$ cat config.mk
export PLATFORM = sky130hd
export DESIGN_NAME = dsp_chain_drain_flat
export DESIGN_NICKNAME = d
export VERILOG_FILES = /design/src/rtl/dsp_chain_drain_pkg.sv /design/src/rtl/dsp_chain_drain_if.sv /design/src/rtl/dsp_chain_drain_res_fifo.sv /design/src/rtl/dsp_chain_drain.sv /design/src/flat_wrapper.sv
export SDC_FILE = /design/constraint.sdc
export NUM_CORES = 1
export LEC_CHECK = 0
export BUFFER_PORTS_ARGS = -buffer_cell sky130_fd_sc_hd__buf_2
export CORE_MARGIN = 3
export CORE_UTILIZATION = 33
export DETAILED_ROUTE_END_ITERATION = 10
export GPL_TIMING_DRIVEN = 0
export PLACE_DENSITY_LB_ADDON = 0.3
export SLEW_MARGIN = 20
export SYNTH_ARGS = -nofsm -noshare
export SYNTH_HDL_FRONTEND = slang
export SYNTH_HIERARCHICAL = 1
export SYNTH_SLANG_ARGS = --single-unit
export TNS_END_PERCENT = 10
$ cat constraint.sdc
create_clock -name clk -period 3.8 [get_ports clk]
set_input_delay 0.95 -clock clk [delete_from_list [all_inputs] [get_ports clk]]
set_output_delay 0.95 -clock clk [all_outputs]
set_load 0.05 [all_outputs]
$ cat src/rtl/dsp_chain_drain_pkg.sv
// Shared definitions for the DSP chain drain: chain width, default accumulator
// width, accumulator state encoding and the packed result record.
package dsp_chain_pkg;

  localparam int CHAIN_W       = 37;
  localparam int ACC_W_DEFAULT = 48;

  typedef enum logic {
    IDLE,
    ACCUM
  } state_t;

  // Result record at the default width; the FIFO stores the same {ovf, data} layout.
  typedef struct packed {
    logic                     ovf;
    logic [ACC_W_DEFAULT-1:0] data;
  } res_t;

endpackage

$ cat src/rtl/dsp_chain_drain_if.sv
// Handshake bundle between the DSP chain, the drain and the result consumer.
// master = environment side (chain + writeback), slave = the drain itself.
interface dsp_chain_drain_if #(
  parameter int CHAIN_W = dsp_chain_pkg::CHAIN_W,
  parameter int ACC_W   = dsp_chain_pkg::ACC_W_DEFAULT,
  parameter int DEPTH   = 4
);

  logic [CHAIN_W-1:0]       chain_in;
  logic                     chain_valid;
  logic                     chain_last;
  logic                     chain_ready;
  logic [ACC_W-1:0]         res_data;
  logic                     res_ovf;
  logic                     res_valid;
  logic                     res_ready;
  logic [$clog2(DEPTH):0]   fill_level;
  logic                     clr_err;
  logic                     err_drop;

  modport master (
    output chain_in, chain_valid, chain_last, res_ready, clr_err,
    input  chain_ready, res_data, res_ovf, res_valid, fill_level, err_drop
  );

  modport slave (
    input  chain_in, chain_valid, chain_last, res_ready, clr_err,
    output chain_ready, res_data, res_ovf, res_valid, fill_level, err_drop
  );

endinterface

$ cat src/rtl/dsp_chain_drain_res_fifo.sv
// Small synchronous result FIFO; occupancy is tracked by a separate count so
// pointers can simply wrap.
module dsp_chain_res_fifo #(
  parameter int W     = 49,
  parameter int DEPTH = 4
) (
  input  logic                   clk,
  input  logic                   reset,
  input  logic                   push,
  input  logic [W-1:0]           din,
  input  logic                   pop,
  output logic [W-1:0]           dout,
  output logic [$clog2(DEPTH):0] count,
  output logic                   empty
);

  localparam int AW = $clog2(DEPTH);
  localparam int CW = AW + 1;

  logic [W-1:0]  mem [DEPTH];
  logic [AW-1:0] wr_ptr;
  logic [AW-1:0] rd_ptr;
  logic          full;
  logic          wr_en;
  logic          rd_en;

  assign full  = (count == CW'(DEPTH));
  assign empty = (count == '0);
  assign wr_en = push && !full;
  assign rd_en = pop && !empty;
  assign dout  = mem[rd_ptr];

  // Storage, pointers and count; a simultaneous push and pop leaves count alone.
  always_ff @(posedge clk or negedge reset) begin
    if (!reset) begin
      for (int i = 0; i < DEPTH; i++) begin
        mem[i] <= '0;
      end
      wr_ptr <= '0;
      rd_ptr <= '0;
      count  <= '0;
    end else begin
      if (wr_en) begin
        mem[wr_ptr] <= din;
        wr_ptr      <= wr_ptr + 1'b1;
      end
      if (rd_en) begin
        rd_ptr <= rd_ptr + 1'b1;
      end
      if (wr_en && !rd_en) begin
        count <= count + 1'b1;
      end else if (rd_en && !wr_en) begin
        count <= count - 1'b1;
      end
    end
  end

endmodule

$ cat src/rtl/dsp_chain_drain.sv
// Drains the last DSP chain stage: accumulates partial sums per dot product and
// queues each finished result, with its carry-out flag, for the writeback.
module dsp_chain_drain #(
  parameter int CHAIN_W = dsp_chain_pkg::CHAIN_W,
  parameter int ACC_W   = dsp_chain_pkg::ACC_W_DEFAULT,
  parameter int DEPTH   = 4
) (
  input logic               clk,
  input logic               reset,
  dsp_chain_drain_if.slave  bus
);

  import dsp_chain_pkg::*;

  localparam int CW = $clog2(DEPTH) + 1;

  state_t           state;
  logic [ACC_W-1:0] acc;
  logic             acc_ovf;
  logic             err_drop_q;

  logic             chain_ready_i;
  logic             accept;
  logic             drop;
  logic             push;
  logic             pop;
  logic             in_accum;
  logic [ACC_W:0]   base;
  logic [ACC_W:0]   chain_zext;
  logic [ACC_W:0]   sum;
  logic             ovf_next;

  logic [CW-1:0]    count;
  logic             empty;
  logic [ACC_W:0]   fifo_dout;

  // The chain cannot stall, so ready only reflects free FIFO space.
  assign chain_ready_i = (count != CW'(DEPTH));
  assign accept        = bus.chain_valid && chain_ready_i;
  assign drop          = bus.chain_valid && !chain_ready_i;
  assign push          = accept && bus.chain_last;
  assign pop           = !empty && bus.res_ready;

  assign in_accum   = (state == ACCUM);
  assign base       = in_accum ? {1'b0, acc} : '0;
  assign chain_zext = {{(ACC_W + 1 - CHAIN_W){1'b0}}, bus.chain_in};
  assign sum        = base + chain_zext;
  assign ovf_next   = (in_accum && acc_ovf) || sum[ACC_W];

  // Accumulator FSM plus the sticky drop flag; a drop beats a clear in the same cycle.
  always_ff @(posedge clk or negedge reset) begin
    if (!reset) begin
      state      <= IDLE;
      acc        <= '0;
      acc_ovf    <= 1'b0;
      err_drop_q <= 1'b0;
    end else begin
      if (drop) begin
        err_drop_q <= 1'b1;
      end else if (bus.clr_err) begin
        err_drop_q <= 1'b0;
      end
      if (accept) begin
        if (bus.chain_last) begin
          state   <= IDLE;
          acc     <= '0;
          acc_ovf <= 1'b0;
        end else begin
          state   <= ACCUM;
          acc     <= sum[ACC_W-1:0];
          acc_ovf <= ovf_next;
        end
      end
    end
  end

  dsp_chain_res_fifo #(
    .W     (ACC_W + 1),
    .DEPTH (DEPTH)
  ) u_res_fifo (
    .clk   (clk),
    .reset (reset),
    .push  (push),
    .din   ({ovf_next, sum[ACC_W-1:0]}),
    .pop   (pop),
    .dout  (fifo_dout),
    .count (count),
    .empty (empty)
  );

  assign bus.chain_ready = chain_ready_i;
  assign bus.res_data    = fifo_dout[ACC_W-1:0];
  assign bus.res_ovf     = fifo_dout[ACC_W];
  assign bus.res_valid   = !empty;
  assign bus.fill_level  = count;
  assign bus.err_drop    = err_drop_q;

endmodule

$ cat src/flat_wrapper.sv
// flat-port wrapper written by rule: the top's interface ports become plain ports
module dsp_chain_drain_flat import dsp_chain_pkg::*;
#(
  parameter int CHAIN_W = dsp_chain_pkg::CHAIN_W,
  parameter int ACC_W   = dsp_chain_pkg::ACC_W_DEFAULT,
  parameter int DEPTH   = 4
)
  (clk, reset, bus_chain_in, bus_chain_valid, bus_chain_last, bus_res_ready, bus_clr_err, bus_chain_ready, bus_res_data, bus_res_ovf, bus_res_valid, bus_fill_level, bus_err_drop);
  dsp_chain_drain_if #(.CHAIN_W(CHAIN_W), .ACC_W(ACC_W), .DEPTH(DEPTH)) bus_i ();
  input logic clk;
  input logic reset;
  input wire logic [$bits(bus_i.chain_in)-1:0] bus_chain_in;
  input wire logic [$bits(bus_i.chain_valid)-1:0] bus_chain_valid;
  input wire logic [$bits(bus_i.chain_last)-1:0] bus_chain_last;
  input wire logic [$bits(bus_i.res_ready)-1:0] bus_res_ready;
  input wire logic [$bits(bus_i.clr_err)-1:0] bus_clr_err;
  output wire logic [$bits(bus_i.chain_ready)-1:0] bus_chain_ready;
  output wire logic [$bits(bus_i.res_data)-1:0] bus_res_data;
  output wire logic [$bits(bus_i.res_ovf)-1:0] bus_res_ovf;
  output wire logic [$bits(bus_i.res_valid)-1:0] bus_res_valid;
  output wire logic [$bits(bus_i.fill_level)-1:0] bus_fill_level;
  output wire logic [$bits(bus_i.err_drop)-1:0] bus_err_drop;
  assign bus_i.chain_in = bus_chain_in;
  assign bus_i.chain_valid = bus_chain_valid;
  assign bus_i.chain_last = bus_chain_last;
  assign bus_i.res_ready = bus_res_ready;
  assign bus_i.clr_err = bus_clr_err;
  assign bus_chain_ready = bus_i.chain_ready;
  assign bus_res_data = bus_i.res_data;
  assign bus_res_ovf = bus_i.res_ovf;
  assign bus_res_valid = bus_i.res_valid;
  assign bus_fill_level = bus_i.fill_level;
  assign bus_err_drop = bus_i.err_drop;
  dsp_chain_drain #(.CHAIN_W(CHAIN_W), .ACC_W(ACC_W), .DEPTH(DEPTH)) u_core (.clk(clk), .reset(reset), .bus(bus_i));
endmodule
# [Yosys cells after proc, flatten, opt, wreduce, memory -nomap -nowiden]
# Index checks and enable logic that the tools add are counted.
[totals] reg_bits=254 elab_cells=56
[classes] addsub=5 magnitude_cmp=3 eq_ne=2 mux=14 n_bitwise=2 reduce_logical=19
[op_table] op="$bwmux 196" count=1
[op_table] op="$mux 49" count=3
[op_table] op="$bmux 49 s2" count=1
[op_table] op="$demux 49 s2" count=1
[op_table] op="$mux 48" count=2
[op_table] op="$add 49x37->49" count=1
[op_table] op="$logic_and 1x1->1" count=10
[op_table] op="$ge 3x3->1 const B" count=2
[op_table] op="$mux 3" count=2
[op_table] op="$not 2->3" count=2
[op_table] op="$logic_not 1->1" count=5
[op_table] op="$add 2x1->2 const B" count=2
[op_table] op="$mux 1" count=4
[op_table] op="$reduce_bool 2->1" count=2
[op_table] op="$add 3x1->3 const B" count=1
[op_table] op="$eq 3x3->1 const B" count=1
[op_table] op="$logic_not 3->1" count=1
[op_table] op="$lt 3x1->1 const B" count=1
[op_table] op="$ne 3x3->1 const B" count=1
[op_table] op="$sub 3x1->3 const B" count=1
[op_table] op="$logic_or 1x1->1" count=1

# [Longest topological paths before layout]
# Gate-level depths: netlist of run 1.
[depth] ltp_word=8 ltp_mapped=17 mapped_depth_nobuf=14

# [By module]
# The synthesis of run 1 kept the hierarchy.
[by_module_without_submodules] module="dsp_chain_res_fifo" n_inst=1 cells_per_inst=511 area_per_inst_um2=8838.5 seq_area_each_um2=5079.9
[by_module_without_submodules] module="dsp_chain_drain" n_inst=1 cells_per_inst=558 area_per_inst_um2=4631.9 seq_area_each_um2=1276.2

# [Worst setup path after synthesis of run 1]
# No wires, ideal clock.
[synth_timing] kind="register to register" from="register u_core.state (netlist: u_core/in_accum)" to="register u_core/u_res_fifo/mem[188] (netlist bit)" setup_ns=0.125 arrival_time_ns=3.497 t_required_ns=3.675 path_slack_ns=0.178 path_stages_with_launch=18 n_path_buf=5 period_less_slack_ns=3.622 cell_sequence="dfrtp_1 clkbuf_1 clkbuf_1 clkbuf_1 and2_1 ha_1 clkbuf_1 a21o_1 a21o_1 a21oi_1 inv_1 a221o_1 o21a_2 a41oi_4 buf_6 nor3_1 mux2i_1 mux2_2"
[synth_between] elab_chain_len=3
[synth_rtl] item="start, declared" line="dsp_chain_drain.sv:17" source="state_t state;"
[synth_rtl] item="start signal, assigned" line="dsp_chain_drain.sv:53" source="state <= IDLE;"
[synth_rtl] item="start signal, assigned" line="dsp_chain_drain.sv:65" source="state <= IDLE;"
[synth_rtl] item="start signal, assigned" line="dsp_chain_drain.sv:69" source="state <= ACCUM;"
[synth_rtl] item="$mux 48" line="dsp_chain_drain.sv:45" source="assign base = in_accum ? {1'b0, acc} : '0;"
[synth_rtl] item="$add 49x37->49" line="dsp_chain_drain.sv:47" source="assign sum = base + chain_zext;"
[synth_rtl] item="net u_core.sum[41]" line="dsp_chain_drain.sv:30" source="logic [ACC_W:0] sum;"
[synth_rtl] item="$bwmux 196" line="dsp_chain_drain_res_fifo.sv:44" source="mem[wr_ptr] <= din;"
[synth_rtl] item="end signal, assigned by index" line="dsp_chain_drain_res_fifo.sv:44"
[synth_rtl] item="end, declared" line="dsp_chain_drain_res_fifo.sv:20" source="logic [W-1:0] mem [DEPTH];"
# The timed path passes the listed nets, and every way through them passes these cells.
# A chain may end at the register's enable or synchronous reset.

# [Worst setup path in the final report of run 1]
[layout_timing] from="register u_core.state (netlist: u_core/in_accum)" to="register u_core/u_res_fifo/mem[38] (netlist bit)"
# The elaborated chain is that of the path after synthesis.

==> results of run 1 <==
-- per-stage QoR --
step | util [%] | worst slack, ns | setup TNS (ns)
after floorplan | - | 0.1782 | 0
final | 39.72 | 0.1811 | 0
after global routing | 39.72 | -0.01730 | -0.05687
after CTS | 39.32 | 0.004063 | 0
after detailed placement | 36.69 | -1.067 | -103.45
after global placement | 36.53 | -2.914 | -828.17
-- registers in the layout (all words and copies together), names as in the netlist --
| register | flops |
|---|---|
| u_core/in_accum | 1 |
| u_core/acc_ovf | 1 |
| u_core/acc | 48 |
| u_core/u_res_fifo/count | 3 |
| u_core/u_res_fifo/mem | 196 |
| u_core/bus.err_drop | 1 |
| u_core/u_res_fifo/rd_ptr | 2 |
| u_core/u_res_fifo/wr_ptr | 2 |
-- cells by family (layout without fill, tap and decap cells) --
family / Yosys count / after routing / synth area share (%)
flip-flops: 254 / 254 / 47.19
multiplexers: 250 / 250 / 24.97
buffers and inverters: 86 / 237 / 3.056
other: 0 / 1 / 0
AND/OR/NAND/NOR: 202 / 202 / 7.598
AO/OA/AOI/OAI: 184 / 184 / 9.809
adder cells (fa/ha/maj): 44 / 44 / 4.198
XOR/XNOR: 49 / 49 / 3.186
-- worst register-to-register path: stages, from the launching register on --
cell,delay (ns)
dfrtp_2,0.43
clkbuf_8,0.18
and2_1,0.17
ha_1,0.22
inv_1,0.08
fa_1,0.23
nor2b_2,0.06
o31a_1,0.36
o21ai_4,0.27
nor3_4,0.08
o21ai_4,0.23
a211oi_2,0.10
buf_4,0.16
buf_4,0.13
o21ai_1,0.21
xnor2_1,0.12
and2_1,0.21
mux2_2,0.27
-- layout make-up --
type                            instances  area (sq um)  area share, %
Antenna cell                            1         2.502        0.01575
Multi-Input combinational cell        729          6939          43.67
Inverter                               23         86.33         0.5433
Buffer                                 51         302.8          1.905
Clock inverter                          5         31.28         0.1968
Timing Repair Buffer                  116         690.7          4.346
Clock buffer                           42         824.5          5.189
Tap cell                              525         656.9          4.134
Sequential cell                       254          6357          40.00
-- worst paths after layout --
check,endpoint,cells past startpoint
setup / recovery,u_core/u_res_fifo/mem[38]$_DFFE_PN0P_,17
hold / removal,u_core/u_res_fifo/mem[147]$_DFFE_PN0P_,1
setup reg to reg,u_core/u_res_fifo/mem[38]$_DFFE_PN0P_,17
hold reg to reg,u_core/acc[2]$_DFFE_PN0P_,2
max in group asynchronous,u_core/u_res_fifo/mem[24]$_DFFE_PN0P_,2
min in group clk,u_core/acc[2]$_DFFE_PN0P_,2
-- power groups by stage --
stage,registers (mW),clock network [mW],logic [mW]
final,4.33,2.56,7.34
after floorplan,4.26,0,5.47
after CTS,4.33,2.64,7.25
after global placement,4.31,0,7.03
after global routing,4.48,2.76,7.88
after detailed placement,4.37,0,7.12
-- layer usage --
layer,GRT usage (%),vias to the layer above
met3,2.382,43
met2,25.59,149
li1,-,4205
met1,22.98,4699
met5,0,-
met4,3.836,0
-- cell usage in the layout (no fill, tap or decap), types with 6 or more instances in the layout --
| cell type | count |
|---|---|
| nand3_1 | 16 |
| and3_1 | 7 |
| a22o_1 | 34 |
| and2_1 | 40 |
| o21ai_1 | 6 |
| inv_1 | 22 |
| nand2_1 | 59 |
| clkbuf_1 | 28 |
| xor2_1 | 13 |
| o21ai_0 | 19 |
| dfrtp_1 | 253 |
| mux4_2 | 49 |
| clkbuf_16 | 29 |
| buf_6 | 9 |
| xnor2_1 | 28 |
| nor2_1 | 34 |
| nand4_1 | 9 |
| ha_1 | 39 |
| a21o_1 | 27 |
| buf_4 | 18 |
| buf_2 | 113 |
| clkbuf_8 | 6 |
| mux2_2 | 197 |
| nand3b_1 | 6 |
| a21oi_1 | 36 |
-- repair_timing --
| item | 4_1_cts | 5_1_grt |
|---|---|---|
| endpoints found under the hold margin | 0 | 0 |
| pin swaps | 5 | 8 |
| hold buffers | 0 | 0 |
| setup buffers | 9 | 8 |
| endpoints found under the setup margin | 165 | 97 |
| resized for setup | 29 | 29 |
==> metrics.md, run 1 <==
| Metric | Value |
|---|---|
| Pre-antenna DRT Iters | `5` |
| Layout fillers | `3861` |
| Die area | `0.04328 sq mm` |
| Max-cap viol count | `0` |
| CTS Buffer Depth | `3` |
| GR Overflow Total | `0` |
| Number of global-route vias before repair | `9608` |
| Vias per cell | `5.210` |
| Class of the worst hold path | `input pin to asynchronous set/reset pin` |
| Cells after Synth | `1069` |
| Clock share of power | `18.0%` |
| Slowest stage delay, CP | `0.43 ns` |
| Outcome | `completed` |
| Drt total wl | `34.88 mm` |
| Static Leakage | `7.245 nW` |
| Share of cells above drive strength 1 | `39.18%` |
| Max Clk Rate | `276.3 MHz` |
| Non-Filler Instances | `1746` |
| Post-synth EDFFs | `0` |
| P_sw | `6.062 mW` |
| FFs w/ async S/R, synth | `100.0%` |
| Nets | `1291` |
| Combinational share of power | `51.6%` |
| Clock skew | `0.01343 ns` |
| Final min period | `3.619 ns` |
| Worst Path Arrival | `4.05 ns` |
| Sw Share | `42.61%` |
| Crit path max-delay cell type | `dfrtp_2` |
| Critical path class | `flop to flop` |
| TritonCTS Buffers | `29` |
| Total number of vias | `9096` |
| Most frequent cell after synthesis | `dfrtp_1` |
| Worst ir drop on vdd | `0.6064 mV` |
| Critical path, cell by cell | `clkbuf_8 > and2_1 > ha_1 > inv_1 > fa_1 > nor2b_2 > o31a_1 > o21ai_4 > nor3_4 > o21ai_4 > a211oi_2 > buf_4 > buf_4 > o21ai_1 > xnor2_1 > and2_1 > mux2_2` |
| Top cells by count, synth | `dfrtp_1, mux2_2, nand2_1, mux4_2, ha_1` |
| CP bufs+invs | `4` |
| Worst-Margin Slew | `0.9895 ns` |
| Top Layer Used | `met4` |
| Crit path from | `u_core/in_accum$_DFFE_PN0P_` |
| Max-Slew Margin vs Limit | `33.79%` |
| Starting Density | `33.67%` |
| DRC | `0` |
| RR Startpoint | `u_core/in_accum$_DFFE_PN0P_` |
| Sequential cell area fraction in the yosys report | `47.19%` |
| Initial antenna violation count | `1` |
| DR WL/cell | `19.98 um` |
| Hpwl dp | `24.04 mm` |
| IO Port Bufs | `97` |
| Area Growth Syn to Fin | `17.97%` |
| Synthesized flop and latch total | `254` |
| First-pass GRT wire length | `55.57 mm` |
| CP Capture Type | `flop` |
| Synth top area cells | `dfrtp_1, mux2_2, mux4_2, ha_1, a22o_1` |
| Netlist cell types | `63` |
| RD Place Congestion | `0.8589` |
| Cell area after placement | `0.01468 sq mm` |
| Die Span Y | `208.0 um` |
| Total Power | `14.23 mW` |
| Reg2Reg Setup Slack | `0.18 ns` |
| Internal power | `8.165 mW` |
| Cell area after layout | `0.01589 sq mm` |
| Core Area | `0.04001 sq mm` |
| CP Max Fanout | `10` |
| Met2 WL post-DR | `16.11 mm` |
| Clk Tree Root Cell | `clkbuf_16` |
| Largest net degree at the start of global routing | `97` |
| Final hold viol count | `0` |
| Mapped Nets | `1156` |
| Min Hold Slack | `0.3656 ns` |
| Worst Path Required | `4.23 ns` |
| Post-Syn Area per Cell | `12.60 sq um` |
| Iteration-0 DRC Markers | `503` |
| Cells after DPL | `1693` |
| Pwr dens | `895.3 mW/mm^2` |
| Yosys Warn Count | `6` |
| H-tree depth | `1` |
| Yosys top cell area share | `47.19%` |
| GRT Total Usage | `15.98%` |
| Reg power frac | `30.4%` |
| Clk Latency, worst-skew pair | `0.55 ns` |
| Fin. max-slew vios | `0` |
| Site Rows | `73` |
| Wire length on met3 | `1.117 mm` |
| Dominant cell type by area after synthesis | `dfrtp_1` |
| Clock Sinks | `254` |
| # IOs | `98` |
| Synth Cell Area | `0.01347 sq mm` |
| CTS tree | `built` |
| Die W | `208.0 um` |
| CP top delay family | `compound AO/OA/AOI/OAI gates` |
| Final setup violation count | `0` |
| M1 WL | `16.82 mm` |
| Worst Setup Start Kind | `flop` |
| Post-DRT Antenna Nets | `0` |
| Period utilization | `95.23%` |
| Top FF cell, synth | `dfrtp_1` |
| Reg clk slew, reported paths | `0.06 ns` |
Note: power is estimated with default switching activity, not from simulation.
==> inputs of run 2 (changes only) <==
BUFFER_PORTS_ARGS = not set   (was -buffer_cell sky130_fd_sc_hd__buf_2)
DONT_BUFFER_PORTS = 1   (was not set)
==> metrics.md, run 2 (synthesized netlist as in run 1, its figures left out) <==
| Metric | Value |
|---|---|
| Clk Tree Root Cell | `clkbuf_16` |
| Reg clk slew, reported paths | `0.06 ns` |
| Most flop-heavy register | `u_core/u_res_fifo/mem` |
| Starting Density | `33.67%` |
| DR WL/cell | `20.80 um` |
| Clock skew | `0.01858 ns` |
| Post-DRT Antenna Nets | `0` |
| H-tree depth | `1` |
| CP Capture Type | `flop` |
| Initial antenna violation count | `3` |
| GR Overflow Total | `0` |
| First-pass GRT wire length | `54.58 mm` |
| Final hold viol count | `0` |
| Number of global-route vias before repair | `9276` |
| Critical R2R Capture | `u_core/u_res_fifo/mem[92]$_DFFE_PN0P_` |
| Class of the worst hold path | `input pin to asynchronous set/reset pin` |
| Drt total wl | `34.40 mm` |
| Critical path class | `flop to flop` |
| Crit path from | `u_core/in_accum$_DFFE_PN0P_` |
| Final min period | `3.732 ns` |
| Total number of vias | `8777` |
| RSZ-0062 raised after global routing | `true` |
| Max FFs per register | `196` |
| Reg2Reg Setup Slack | `0.07 ns` |
| Period utilization | `98.21%` |
| Max Clk Rate | `267.9 MHz` |
| Clk Latency, worst-skew pair | `0.57 ns` |
| Die Span Y | `208.0 um` |
| Pwr dens | `903.7 mW/mm^2` |
| RR Startpoint | `u_core/in_accum$_DFFE_PN0P_` |
| Clock Sinks | `254` |
| M1 GR Usage | `21.44%` |
| Fin. max-slew vios | `0` |
| Max-cap viol count | `0` |
| CTS tree | `built` |
| IO Port Bufs | `0` |
| Worst Path Arrival | `4.17 ns` |
| # IOs | `98` |
| CTS Buffer Depth | `3` |
| Site Rows | `73` |
| Outcome | `completed` |
| Min Hold Slack | `0.09936 ns` |
| Cell area after placement | `0.01413 sq mm` |
| DRC | `0` |
| Cts-stage hold buffer count | `0` |
| Area Growth Syn to Fin | `14.44%` |
| Cell area after layout | `0.01542 sq mm` |
| Static Leakage | `6.831 nW` |
| Biggest regs | `u_core/u_res_fifo/mem x196, u_core/acc x48, u_core/u_res_fifo/count x3` |
| GR Util met3 | `4.358%` |
| Commonest non-fill, non-tap cell in the layout | `dfrtp_1` |
| # diodes | `0` |
| Nets | `1195` |
| Final setup violation count | `0` |
| Hpwl dp | `23.69 mm` |
| Core Area | `0.04001 sq mm` |
| GRT Total Usage | `15.82%` |
| Most frequent cells in the layout | `dfrtp_1, mux2_2, nand2_1` |
| Worst ir drop on vdd | `0.4867 mV` |
| Die area | `0.04328 sq mm` |
| Worst-Margin Slew | `1.017 ns` |
| Vias per cell | `5.307` |
| Die W | `208.0 um` |
| CP Max Fanout | `10` |
| Worst Setup EP | `u_core/u_res_fifo/mem[92]$_DFFE_PN0P_` |
| Worst Setup Start Kind | `flop` |
| Layout fillers | `3844` |
| TritonCTS Buffers | `29` |
| Worst Reg-to-Reg Cells | `14` |
| Worst Path Required | `4.23 ns` |
| Share of cells above drive strength 1 | `34.90%` |
| Pre-antenna DRT Iters | `6` |
| Top Usage Layer GRT | `met2` |
| Iteration-0 DRC Markers | `447` |
| Largest net degree at the start of global routing | `255` |
| M2 GR Usage | `25.62%` |
| Max-Slew Margin vs Limit | `31.98%` |
| RD Place Congestion | `0.8478` |
==> run 2: worst max-delay path: stages, from the launching register on <==
cell and delay [ns]:
dfrtp_2 0.44, buf_4 0.19, and2_1 0.15, ha_2 0.30, a211o_1 0.34, o21ai_2 0.22, o221ai_4 0.15, a221o_1 0.43
o21a_4 0.26, a41oi_4 0.33, buf_6 0.18, nor3_1 0.06, xnor2_1 0.14, buf_4 0.15, mux2_2 0.26
==> run 2: metal layers <==
metal  wire [um]  vias up  share of wire (%)
li1            -     4007                  -
met1       15820     4559                 46
met2       16000      159                 47
met3        1908       46                5.5
met4         627        6                1.8
met5          48        -               0.14
==> run 2: through the flow <==
| stage | utilization [%] | power, mW | setup slack, ns | TNS, ns | cells |
|---|---|---|---|---|---|
| floorplan | - | 9.729 | 0.1782 | 0 | 1069 |
| global placement | 35.31 | 10.95 | -1.078 | -124.49 | 1594 |
| detailed placement | 35.31 | 11.10 | -1.079 | -126.12 | 1594 |
| CTS | 38.07 | 13.98 | -0.002362 | -0.003232 | 1655 |
| global route | 38.53 | 14.82 | -0.1010 | -0.7691 | 1654 |
| finish | 38.53 | 13.93 | 0.06792 | 0 | 1654 |
==> run 2: final cells by class <==
type	count	area, sq um	share of cell area, %
clock inverters	11	95.09	0.6168
multi-input cells	729	6942	45.03
repair buffers	15	112.6	0.7305
well taps	525	656.9	4.261
plain buffers	56	330.3	2.143
clock buffers	41	830.8	5.389
inverters	23	86.33	0.5600
flip-flops and latches	254	6362	41.27
==> run 2: how the worst min path moves through the flow <==
stage	end	slack, ns
3_3_place_gp	u_core/acc[0]$_DFFE_PN0P_	0.46
5_1_grt	u_core/u_res_fifo/mem[98]$_DFFE_PN0P_	0.06
6_report	u_core/u_res_fifo/mem[98]$_DFFE_PN0P_	0.1
2_1_floorplan	u_core/acc[0]$_DFFE_PN0P_	0.44
4_1_cts	u_core/u_res_fifo/mem[98]$_DFFE_PN0P_	0.06
3_5_place_dp	u_core/acc[0]$_DFFE_PN0P_	0.47
==> run 2: power breakdown <==
group / internal (mW) / switching (mW)
clock: 1.58 / 1.12
sequential: 3.79 / 0.637
combinational: 2.59 / 4.21
total: 7.97 / 5.96
==> run 2: repair_timing <==
| action | 4_1_cts | 5_1_grt |
|---|---|---|
| pin swaps | 6 | 7 |
| setup buffers | 11 | 4 |
| gates resized for setup | 28 | 45 |
| endpoints found under the setup margin | 234 | 109 |
| cloned | 0 | 0 |
